--- src/rtl/rgb_hsv_pkg.sv ---
// Shared constants for the RGB->HSV path: channel indices, hue sector codes and
// the (max, min) channel pair to sector mapping.
package rgb_hsv_pkg;

    localparam logic [1:0] CH_R = 2'd0;
    localparam logic [1:0] CH_G = 2'd1;
    localparam logic [1:0] CH_B = 2'd2;

    localparam logic [2:0] SE_RB = 3'd0;
    localparam logic [2:0] SE_GB = 3'd1;
    localparam logic [2:0] SE_GR = 3'd2;
    localparam logic [2:0] SE_BR = 3'd3;
    localparam logic [2:0] SE_BG = 3'd4;
    localparam logic [2:0] SE_RG = 3'd5;

    function automatic logic [2:0] sector_of(input logic [1:0] max_idx,
                                             input logic [1:0] min_idx);
        logic [2:0] se;
        case ({max_idx, min_idx})
            {CH_R, CH_B}: se = SE_RB;
            {CH_G, CH_B}: se = SE_GB;
            {CH_G, CH_R}: se = SE_GR;
            {CH_B, CH_R}: se = SE_BR;
            {CH_B, CH_G}: se = SE_BG;
            {CH_R, CH_G}: se = SE_RG;
            // Unreachable from rgb_rank3; keeps every pair inside 0..5.
            default:      se = SE_RB;
        endcase
        return se;
    endfunction

endpackage

--- src/rtl/rgb_rank3.sv ---
// Combinational ranking of three integer channels with a fixed tie-break:
// max prefers R over G over B, min prefers B over G over R.
module rgb_rank3
    import rgb_hsv_pkg::*;
#(
    parameter int unsigned CW = 8
) (
    input  logic [CW-1:0] ch_r,
    input  logic [CW-1:0] ch_g,
    input  logic [CW-1:0] ch_b,
    output logic [1:0]    max_idx,
    output logic [1:0]    min_idx,
    output logic [1:0]    mid_idx,
    output logic          grey
);

    always_comb begin
        max_idx = CH_B;
        if (ch_r >= ch_g && ch_r >= ch_b) begin
            max_idx = CH_R;
        end else if (ch_g >= ch_b) begin
            max_idx = CH_G;
        end

        min_idx = CH_R;
        if (ch_b <= ch_g && ch_b <= ch_r) begin
            min_idx = CH_B;
        end else if (ch_g <= ch_r) begin
            min_idx = CH_G;
        end

        // Indices 0+1+2 sum to 3, and the tie-breaks guarantee max != min.
        mid_idx = 2'd3 - max_idx - min_idx;
        grey    = (ch_r == ch_g) && (ch_g == ch_b);
    end

endmodule

--- src/rtl/rgb_extrema_pipe.sv ---
// Two-stage valid/ready pipeline that ranks R,G,B and emits max/min/range,
// the mid-minus-min term and the 6-sector hue code for the HSV divider stage.
module rgb_extrema_pipe
    import rgb_hsv_pkg::*;
#(
    parameter int unsigned CW = 8,
    parameter int unsigned FW = 18
) (
    input  logic          CLK,
    input  logic          RST_N,
    input  logic          in_valid,
    output logic          in_ready,
    input  logic          in_sof,
    input  logic [CW-1:0] R,
    input  logic [CW-1:0] G,
    input  logic [CW-1:0] B,
    input  logic [FW-1:0] r,
    input  logic [FW-1:0] g,
    input  logic [FW-1:0] b,
    output logic          out_valid,
    input  logic          out_ready,
    output logic          out_sof,
    output logic [CW-1:0] MAX,
    output logic [CW-1:0] D,
    output logic [FW-1:0] max,
    output logic [FW-1:0] min,
    output logic [FW-1:0] max_min,
    output logic [FW-1:0] TOP,
    output logic          TOP_NEG,
    output logic [2:0]    RGB_SE,
    output logic          GREY
);

    logic          s1_valid, s1_sof, s1_grey;
    logic [CW-1:0] s1_ri, s1_gi, s1_bi;
    logic [FW-1:0] s1_rf, s1_gf, s1_bf;
    logic [1:0]    s1_max_idx, s1_min_idx, s1_mid_idx;
    logic [2:0]    s1_se;

    logic [1:0]    rk_max_idx, rk_min_idx, rk_mid_idx;
    logic          rk_grey;

    logic          s2_can_load, s1_load;
    logic [CW-1:0] sel_max_i, sel_min_i;
    logic [FW-1:0] sel_max_f, sel_min_f, sel_mid_f;

    rgb_rank3 #(
        .CW (CW)
    ) u_rank (
        .ch_r    (R),
        .ch_g    (G),
        .ch_b    (B),
        .max_idx (rk_max_idx),
        .min_idx (rk_min_idx),
        .mid_idx (rk_mid_idx),
        .grey    (rk_grey)
    );

    // Ready ripples back combinationally from out_ready; there is no skid buffer.
    assign s2_can_load = !out_valid || out_ready;
    assign in_ready    = !s1_valid || s2_can_load;
    assign s1_load     = in_valid && in_ready;

    always_ff @(posedge CLK or negedge RST_N) begin
        if (!RST_N) begin
            s1_valid   <= 1'b0;
            s1_sof     <= 1'b0;
            s1_grey    <= 1'b0;
            s1_ri      <= '0;
            s1_gi      <= '0;
            s1_bi      <= '0;
            s1_rf      <= '0;
            s1_gf      <= '0;
            s1_bf      <= '0;
            s1_max_idx <= CH_R;
            s1_min_idx <= CH_B;
            s1_mid_idx <= CH_G;
            s1_se      <= SE_RB;
        end else begin
            if (in_ready) begin
                s1_valid <= in_valid;
            end
            if (s1_load) begin
                s1_sof     <= in_sof;
                s1_grey    <= rk_grey;
                s1_ri      <= R;
                s1_gi      <= G;
                s1_bi      <= B;
                s1_rf      <= r;
                s1_gf      <= g;
                s1_bf      <= b;
                s1_max_idx <= rk_max_idx;
                s1_min_idx <= rk_min_idx;
                s1_mid_idx <= rk_mid_idx;
                s1_se      <= sector_of(rk_max_idx, rk_min_idx);
            end
        end
    end

    always_comb begin
        case (s1_max_idx)
            CH_R:    begin sel_max_i = s1_ri; sel_max_f = s1_rf; end
            CH_G:    begin sel_max_i = s1_gi; sel_max_f = s1_gf; end
            default: begin sel_max_i = s1_bi; sel_max_f = s1_bf; end
        endcase
        case (s1_min_idx)
            CH_R:    begin sel_min_i = s1_ri; sel_min_f = s1_rf; end
            CH_G:    begin sel_min_i = s1_gi; sel_min_f = s1_gf; end
            default: begin sel_min_i = s1_bi; sel_min_f = s1_bf; end
        endcase
        case (s1_mid_idx)
            CH_R:    sel_mid_f = s1_rf;
            CH_G:    sel_mid_f = s1_gf;
            default: sel_mid_f = s1_bf;
        endcase
    end

    always_ff @(posedge CLK or negedge RST_N) begin
        if (!RST_N) begin
            out_valid <= 1'b0;
            out_sof   <= 1'b0;
            MAX       <= '0;
            D         <= '0;
            max       <= '0;
            min       <= '0;
            max_min   <= '0;
            TOP       <= '0;
            TOP_NEG   <= 1'b0;
            RGB_SE    <= SE_RB;
            GREY      <= 1'b0;
        end else if (s2_can_load) begin
            out_valid <= s1_valid;
            if (s1_valid) begin
                out_sof <= s1_sof;
                MAX     <= sel_max_i;
                // Modulo subtraction: fixed inputs that disagree with the integer
                // ordering simply wrap.
                D       <= sel_max_i - sel_min_i;
                max     <= sel_max_f;
                min     <= sel_min_f;
                max_min <= sel_max_f - sel_min_f;
                TOP     <= sel_mid_f - sel_min_f;
                TOP_NEG <= s1_se[0];
                RGB_SE  <= s1_se;
                GREY    <= s1_grey;
            end
        end
    end

endmodule

--- config.mk ---
export PLATFORM = sky130hd
export DESIGN_NAME = rgb_extrema_pipe
export DESIGN_NICKNAME = d
export VERILOG_FILES = /design/src/rtl/rgb_hsv_pkg.sv /design/src/rtl/rgb_rank3.sv /design/src/rtl/rgb_extrema_pipe.sv
export SDC_FILE = /design/constraint.sdc
export NUM_CORES = 1
export LEC_CHECK = 0
export CAP_MARGIN = 20
export CORE_ASPECT_RATIO = 0.75
export CORE_MARGIN = 2
export CORE_UTILIZATION = 27
export DETAILED_ROUTE_END_ITERATION = 10
export SLEW_MARGIN = 20
export SYNTH_ARGS = -nofsm -noshare
export SYNTH_HDL_FRONTEND = slang
export SYNTH_SLANG_ARGS = --single-unit
--- constraint.sdc ---
create_clock -name CLK -period 3.41 [get_ports CLK]
set_clock_uncertainty 0.2 [all_clocks]
set_input_delay 0.682 -clock CLK [delete_from_list [all_inputs] [get_ports CLK]]
set_output_delay 0.682 -clock CLK [all_outputs]
set_load 0.005 [all_outputs]
==> results of run 1 <==
-- timing repair --
item	CTS	global route
resized for setup	0	6
hold endpoints to repair	0	0
buffers inserted	0	0
setup endpoints to repair	0	11
-- metal layers --
layer / track usage, % / share of wire, % / up-vias
met5: 0 / 0.080 / -
met4: 4.67 / 1.8 / 4
met3: 3.98 / 5.2 / 29
met2: 21.7 / 39 / 152
met1: 24.9 / 54 / 3982
li1: - / - / 4210
-- logic make-up after synthesis --
kind of cell,Yosys count,share of synthesized area (%)
compound gates,280,15.5
xor+xnor,34,2.82
fa+ha+maj,70,8.47
buf+inv,95,3.51
flops,184,43.6
mux,153,15.5
simple gates,260,10.7
-- through the flow --
| stage | instances | TNS (ns) | setup slack, ns | instance area [µm²] | utilization (%) |
|---|---|---|---|---|---|
| after CTS | 1808 | 0 | 0.0378 | 14000 | 36.4 |
| final | 1811 | 0 | 0.105 | 14000 | 36.5 |
| after detailed placement | 1776 | -0.152 | -0.152 | 13400 | 34.8 |
| after floorplan | 1076 | 0 | 0.135 | 10600 | - |
| after global placement | 1776 | -0.106 | -0.106 | 13400 | 34.8 |
| after global routing | 1809 | -0.0414 | -0.0414 | 14000 | 36.5 |
-- power groups by stage --
| stage | combinational [µW] | clock, µW | sequential [µW] |
|---|---|---|---|
| floorplan | 3090 | 0 | 3210 |
| global placement | 5500 | 0 | 3320 |
| detailed placement | 5590 | 0 | 3360 |
| CTS | 5610 | 2150 | 3320 |
| global route | 6200 | 2240 | 3400 |
| finish | 5620 | 2090 | 3310 |
-- worst paths after layout --
check / from / end / slack, ns / depth (start not counted)
max reg2reg: s1_max_idx[0]$_DFFE_PN0P_ / max_min[17]$_DFFE_PN0P_ / 0.11 / 10
max: s1_max_idx[0]$_DFFE_PN0P_ / max_min[17]$_DFFE_PN0P_ / 0.11 / 10
min: RST_N / s1_gi[1]$_DFFE_PN0P_ / -0.008 / 1
min in group CLK: max_min[5]$_DFFE_PN0P_ / max_min[5]$_DFFE_PN0P_ / 0.28 / 2
min reg2reg: max_min[5]$_DFFE_PN0P_ / max_min[5]$_DFFE_PN0P_ / 0.28 / 2
max in group asynchronous: RST_N / s1_ri[6]$_DFFE_PN0P_ / 2.14 / 2
-- area by class of cell --
type | instances | share of cell area [%]
Antenna cell | 3 | 0.0535
Clock buffer | 17 | 3.03
Clock inverter | 15 | 1.29
Inverter | 35 | 0.936
Multi-Input combinational cell | 797 | 40.1
Sequential cell | 184 | 32.8
Tap cell | 512 | 4.56
Timing Repair Buffer | 248 | 17.2
-- state kept, by name, indices dropped and copies added (netlist names) --
register,flops
s1_rf,18
s1_gi,8
D,8
GREY,1
s1_se,3
TOP,18
MAX,8
RGB_SE,3
min,18
s1_valid,1
max_min,18
s1_sof,1
out_valid,1
s1_bi,8
s1_max_idx,2
s1_ri,8
s1_min_idx,2
s1_bf,18
s1_gf,18
s1_grey,1
s1_mid_idx,2
out_sof,1
max,18
-- Yosys cell counts (2+ instances only) --
| cell type | instances | area (µm²) |
|---|---|---|
| sky130_fd_sc_hd__o21ai_1 | 36 | 180 |
| sky130_fd_sc_hd__o31ai_1 | 11 | 82.6 |
| sky130_fd_sc_hd__a31oi_1 | 6 | 37.5 |
| sky130_fd_sc_hd__buf_1 | 13 | 48.8 |
| sky130_fd_sc_hd__and3_1 | 5 | 31.3 |
| sky130_fd_sc_hd__clkbuf_1 | 37 | 139 |
| sky130_fd_sc_hd__nor2b_1 | 8 | 50.1 |
| sky130_fd_sc_hd__o21a_1 | 4 | 30.0 |
| sky130_fd_sc_hd__o21ai_0 | 110 | 551 |
| sky130_fd_sc_hd__o41ai_1 | 2 | 17.5 |
| sky130_fd_sc_hd__nand4_1 | 8 | 50.1 |
| sky130_fd_sc_hd__mux2_2 | 82 | 923 |
| sky130_fd_sc_hd__ha_1 | 66 | 826 |
| sky130_fd_sc_hd__xor2_1 | 19 | 166 |
| sky130_fd_sc_hd__a211oi_1 | 4 | 30.0 |
| sky130_fd_sc_hd__o211ai_1 | 4 | 30.0 |
| sky130_fd_sc_hd__xnor2_1 | 15 | 131 |
| sky130_fd_sc_hd__nand2b_1 | 14 | 87.6 |
| sky130_fd_sc_hd__buf_2 | 9 | 45.0 |
| sky130_fd_sc_hd__mux2i_1 | 71 | 711 |
| sky130_fd_sc_hd__nor3_1 | 3 | 15.0 |
| sky130_fd_sc_hd__o21bai_1 | 5 | 37.5 |
| sky130_fd_sc_hd__a21boi_1 | 3 | 22.5 |
| sky130_fd_sc_hd__nor2_1 | 50 | 188 |
| sky130_fd_sc_hd__a21o_1 | 11 | 82.6 |
| sky130_fd_sc_hd__dfrtp_1 | 182 | 4550 |
| sky130_fd_sc_hd__dfstp_2 | 2 | 52.6 |
| sky130_fd_sc_hd__a211o_1 | 2 | 17.5 |
| sky130_fd_sc_hd__inv_1 | 35 | 131 |
| sky130_fd_sc_hd__fa_1 | 3 | 60.1 |
| sky130_fd_sc_hd__a21oi_1 | 68 | 340 |
| sky130_fd_sc_hd__nor3b_1 | 3 | 22.5 |
| sky130_fd_sc_hd__nand2_1 | 157 | 589 |
==> parameters.txt, run 1 <==
Parameter                              Value

Floorplan
  Horiz. Die Dim ... 232 µm
  I/O pin cnt ... 179
  Cell Rows ... 62
  Starting utilization of the core area ... 27.5%
  Overall die height ... 175 µm
  Die Footprint ... 40800 µm²
  Area inside the core boundary ... 38500 µm²

Clocking
  Sink count of the clock tree ... 184
  TritonCTS clock tree ... yes
  Clock Path Buffers ... 2
  Number of buffers created by CTS ... 17
  Clock latency of the later-clocked register in the worst-skew pair ... 0.45 ns
  Clk root buf ... sky130_fd_sc_hd__clkbuf_16
  H-tree lvl count ... 4
  Post-cts hold buffer count ... 0
  Clock-pin slew reported for the worst setup and hold paths after clock tree synthesis ... 0.08 ns

Yosys
  EDFF count, synth ... 0
  Synth unique cells ... 61
  Share of synthesized flip-flops with an asynchronous set or reset ... 100%
  Register bit total from synthesis ... 184
  Yosys warnings ... 0
  Net Count, Synth ... 1228
  Average footprint of a synthesized cell ... 9.83 µm²
  Sequential-to-total area share from yosys stat ... 43.6%
  Primary FF master, synth ... sky130_fd_sc_hd__dfrtp_1
  Summed instance area of the synthesized netlist ... 10600 µm²
  Syn Inst Count ... 1076

Outcome
  Status ... complete, but fails checks
  Violations in the final reports ... negative hold slack

Place
  Port Buf Inserts ... 178
  Detailed-placement wirelength estimate ... 25800 µm
  Routability-driven placement congestion ratio ... 0.865

Critical path
  Kind of end point of the critical path ... flip-flop
  Total buffers and inverters traversed by the critical path ... 0
  CP Data Arrival Time ... 3.43 ns
  CP peak stage delay ... 0.47 ns
  Cell breakdown of the critical path ... mux2i_1, o21ai_0, ha_1, a211o_1, or2_4, o2111ai_4, nand2_4, a221o_1, xnor2_1, o21ai_1
  Kind of cell adding the most delay to the critical path ... compound AO/OA/AOI/OAI gates
  Critical-path cell with the highest stage delay ... sky130_fd_sc_hd__o21ai_0
  Req. time, crit path ... 3.53 ns
  Type of element launching the critical path ... flip-flop
  Class of the most critical setup path ... flip-flop to flip-flop
  Critical Path Fanout Max ... 5

Route
  Overall via count from detail_route ... 8377
  Routed length per instance ... 17.8 µm
  Iter 0 DRT Violations ... 509
  Number of nets still failing antenna checks after routing ... 0
  Router iterations before antenna repair ... 5
  Vias per inst ... 4.63
  Wirelength, routed ... 32300 µm
  Drt drc ... 0

Final layout
  Fin nets ... 1435
  Most frequent cells in the layout ... sky130_fd_sc_hd__dfrtp_1 (181), sky130_fd_sc_hd__clkdlybuf4s50_1 (177), sky130_fd_sc_hd__nand2_1 (155)
  Most common cell after layout, fill and taps aside ... sky130_fd_sc_hd__dfrtp_1
  Filler instances ... 3889
  Multi-input combinational cell area ... 5630 µm²
  Synth-to-layout area growth ... 32.8%
  Area taken by flip-flops and latches ... 4610 µm²
  Ratio of cells with drive above 1 in the final layout ... 15.7%

Timing
  Final hold slack ... -0.00813 ns
  Fmax ... 303 MHz
  Final setup fails ... 0
  Final hold violation count ... 1
  RSZ-0062 raised after global routing ... true
  Final Cycle Share ... 96.9%
  Count of pins over their slew limit ... 0
  Rel. slew slack ... 58.0%
  Slew at the pin closest to its max-slew limit ... 0.623 ns
  Final period demand of the worst path ... 3.30 ns

Pwr
  Worst vdd ir ... 0.000459 V
  Net Switching ... 4320 µW
  Switch share ... 39.2%
  Proportion of power drawn by flip-flops and latches ... 30.0%
  Overall power of the completed layout ... 11000 µW
  Pwr/cell area ... 785 nW/µm²
  Internal power component ... 6700 µW
  LEAKAGE ... 0.00614 µW
  Clock share of power ... 19.0%
  Proportion of power drawn by combinational gates ... 51.0%

Global route
  Overall global routing resource usage ... 16.1%
  Maximum number of pins on one net before global-route repair ... 69
  First-pass GRT wire length ... 49900 µm
  Total global routing overflow ... 0
  Vias in the first global route ... 8361
  Antenna violations before repair ... 5

Hold path
  Worst Hold Class ... primary input to async pin

Job
  # Max-Cap Violations ... 0
Note: power is estimated with default switching activity, not from simulation.
==> inputs of run 2 (changes only) <==
--- a/config.mk
+++ b/config.mk
@@ -10,6 +10,7 @@
 export CORE_MARGIN = 2
 export CORE_UTILIZATION = 27
 export DETAILED_ROUTE_END_ITERATION = 10
+export REMOVE_ABC_BUFFERS = 1
 export SLEW_MARGIN = 20
 export SYNTH_ARGS = -nofsm -noshare
 export SYNTH_HDL_FRONTEND = slang
==> constraint.sdc (replaced) <==
create_clock -name CLK -period 3.41 [get_ports CLK]
set_clock_uncertainty 0.2 [all_clocks]
set_input_delay 0.5115 -clock CLK [delete_from_list [all_inputs] [get_ports CLK]]
set_output_delay 0.5115 -clock CLK [all_outputs]
set_load 0.005 [all_outputs]
==> parameters.txt, run 2 (synthesis results as in run 1) <==
Parameter                              Value

Pwr
  LEAKAGE ... 0.00598 µW (was 0.00614 µW)
  Pwr/cell area ... 773 nW/µm² (was 785 nW/µm²)
  Worst vdd ir ... 0.000325 V (was 0.000459 V)

Final layout
  Most common cell after layout, fill and taps aside ... sky130_fd_sc_hd__dfrtp_1 (unchanged)
  Most frequent cells in the layout ... sky130_fd_sc_hd__dfrtp_1 (179), sky130_fd_sc_hd__clkdlybuf4s50_1 (177), sky130_fd_sc_hd__nand2_1 (155) (was sky130_fd_sc_hd__dfrtp_1 (181), sky130_fd_sc_hd__clkdlybuf4s50_1 (177), sky130_fd_sc_hd__nand2_1 (155))
  Fin nets ... 1409 (was 1435)
  Fraction of the core area covered by cells at the end of the flow ... 35.9% (was 36.5%)
  Ratio of cells with drive above 1 in the final layout ... 13.9% (was 15.7%)
  Diode insertion count for antenna repair ... 0 (was 3)
  Synth-to-layout area growth ... 30.6% (was 32.8%)

Critical path
  Kind of cell adding the most delay to the critical path ... compound AO/OA/AOI/OAI gates (unchanged)
  Critical Path Fanout Max ... 16 (was 5)
  Cell breakdown of the critical path ... buf_4, nor2_1, a21oi_1, ha_1, o211ai_1, nor2_1, o31ai_2, buf_4, nor2b_1, o211a_1, mux2i_1, nand4_1 (was mux2i_1, o21ai_0, ha_1, a211o_1, or2_4, o2111ai_4, nand2_4, a221o_1, xnor2_1, o21ai_1)
  Class of the most critical setup path ... flip-flop to flip-flop (unchanged)
  Type of element launching the critical path ... flip-flop (unchanged)
  CP peak stage delay ... 0.74 ns (was 0.47 ns)
  Kind of end point of the critical path ... flip-flop (unchanged)
  Total buffers and inverters traversed by the critical path ... 2 (was 0)
  Critical-path cell with the highest stage delay ... sky130_fd_sc_hd__dfstp_4 (was sky130_fd_sc_hd__o21ai_0)
  Req. time, crit path ... 3.53 ns (about the same)
  CP Data Arrival Time ... 3.37 ns (was 3.43 ns)

Clocking
  Sink count of the clock tree ... 184 (unchanged)
  Clock-pin slew reported for the worst setup and hold paths after clock tree synthesis ... 0.07 ns (was 0.08 ns)
  H-tree lvl count ... 4 (unchanged)
  Number of buffers created by CTS ... 17 (unchanged)
  Clock Path Buffers ... 2 (unchanged)
  Clock latency of the later-clocked register in the worst-skew pair ... 0.45 ns (about the same)
  Clk root buf ... sky130_fd_sc_hd__clkbuf_16 (unchanged)
  TritonCTS clock tree ... yes (unchanged)

Timing
  Final setup fails ... 0 (unchanged)
  Final hold violation count ... 0 (was 1)
  Fmax ... 308 MHz (was 303 MHz)
  RSZ-0062 raised after global routing ... true (unchanged)
  Final Cycle Share ... 95.3% (was 96.9%)
  Accumulated negative setup slack ... 0 ns (unchanged)
  Count of pins over their slew limit ... 0 (unchanged)
  Slew at the pin closest to its max-slew limit ... 0.566 ns (was 0.623 ns)
  Rel. slew slack ... 62.3% (was 58.0%)
  Final period demand of the worst path ... 3.25 ns (was 3.30 ns)

Floorplan
  Overall die height ... 175 µm (unchanged)
  Area inside the core boundary ... 38500 µm² (unchanged)
  Cell Rows ... 62 (unchanged)
  Horiz. Die Dim ... 232 µm (unchanged)
  I/O pin cnt ... 179 (unchanged)
  Die Footprint ... 40800 µm² (unchanged)
  Starting utilization of the core area ... 27.5% (unchanged)

Route
  Number of nets still failing antenna checks after routing ... 0 (unchanged)
  Routed length per instance ... 17.6 µm (was 17.8 µm)
  Overall via count from detail_route ... 8376 (was 8377)
  Drt drc ... 0 (unchanged)
  Vias per inst ... 4.70 (was 4.63)
  Router iterations before antenna repair ... 5 (unchanged)
  Wirelength, routed ... 31400 µm (was 32300 µm)
  Iter 0 DRT Violations ... 468 (was 509)

Place
  Detailed-placement wirelength estimate ... 23400 µm (was 25800 µm)
  Port Buf Inserts ... 178 (unchanged)
  Routability-driven placement congestion ratio ... 0.854 (was 0.865)

Global route
  Maximum number of pins on one net before global-route repair ... 79 (was 69)
  Overall global routing resource usage ... 15.5% (was 16.1%)
  Vias in the first global route ... 8309 (was 8361)
  Antenna violations before repair ... 1 (was 5)
  First-pass GRT wire length ... 48200 µm (was 49900 µm)
  Total global routing overflow ... 0 (unchanged)

Job
  # Max-Cap Violations ... 0 (unchanged)

Hold path
  Worst Hold Class ... flip-flop to flip-flop (was primary input to async pin)

Outcome
  Status ... completed (was complete, but fails checks)
run 2: final timing paths:
| check | startpoint | to | slack [ns] | cells after the start |
|---|---|---|---|---|
| hold / removal | min[6]$_DFFE_PN0P_ | min[6]$_DFFE_PN0P_ | 0.28 | 2 |
| setup / recovery | s1_min_idx[1]$_DFFE_PN1P_ | TOP[17]$_DFFE_PN0P_ | 0.16 | 12 |
| min in group asynchronous | RST_N | max_min[1]$_DFFE_PN0P_ | 0.38 | 2 |
| setup reg to reg | s1_min_idx[1]$_DFFE_PN1P_ | TOP[17]$_DFFE_PN0P_ | 0.16 | 12 |
| hold reg to reg | min[6]$_DFFE_PN0P_ | min[6]$_DFFE_PN0P_ | 0.28 | 2 |
| max in group asynchronous | RST_N | s1_mid_idx[0]$_DFFE_PN1P_ | 1.74 | 3 |
run 2: report_power, final:
group / internal (µW) / total (µW) / switching (µW)
Combinational: 2660 / 5280 / 2620
Clock: 1110 / 2060 / 947
Sequential: 2820 / 3330 / 506
Total: 6590 / 10700 / 4080
run 2: per-stage QoR:
| step | instances | area [µm²] | total power [µW] | hold WS, ns | worst slack [ns] |
|---|---|---|---|---|---|
| 2_1_floorplan | 1016 | 10300 | 6280 | 0.0159 | -0.842 |
| 3_3_place_gp | 1748 | 13100 | 8500 | 0.265 | -0.0120 |
| 3_5_place_dp | 1748 | 13100 | 8610 | 0.269 | -0.0267 |
| 4_1_cts | 1780 | 13700 | 10700 | 0.288 | 0.0369 |
| 5_1_grt | 1781 | 13800 | 11500 | 0.312 | -0.0180 |
| 6_report | 1781 | 13800 | 10700 | 0.280 | 0.160 |
run 2: area by class of cell:
type,count,area [µm²]
clock inverters,11,139
well taps,512,641
inverters,35,131
flip-flops and latches,184,4620
clock buffers,20,447
fillers,3927,24700
multi-input cells,797,5650
repair buffers,222,2180
run 2: per-layer routing:
metal / share of wire (%) / GRT usage [%] / wire (µm)
met3: 5.1 / 3.94 / 1610
met1: 49 / 22.0 / 15500
met5: 0.041 / 0 / 13
met2: 45 / 24.0 / 14000
met4: 0.82 / 3.29 / 258
run 2: worst reg2reg max path: cells and delay by family (launching register included):
family	cells	cell delay, ns
buffers and inverters	2	0.33
muxes	1	0.21
and+or+nand+nor	4	0.48
DFF	1	0.74
AOI/OAI and AO/OA	4	0.79
adders and majority gates	1	0.37
run 2: what timing repair did:
item,CTS,global route
setup buffers,0,1
hold buffers,1,0
hold endpoints to repair,50,0
pin swaps,0,1
endpoints found under the setup margin,1,14
gates resized for setup,2,12
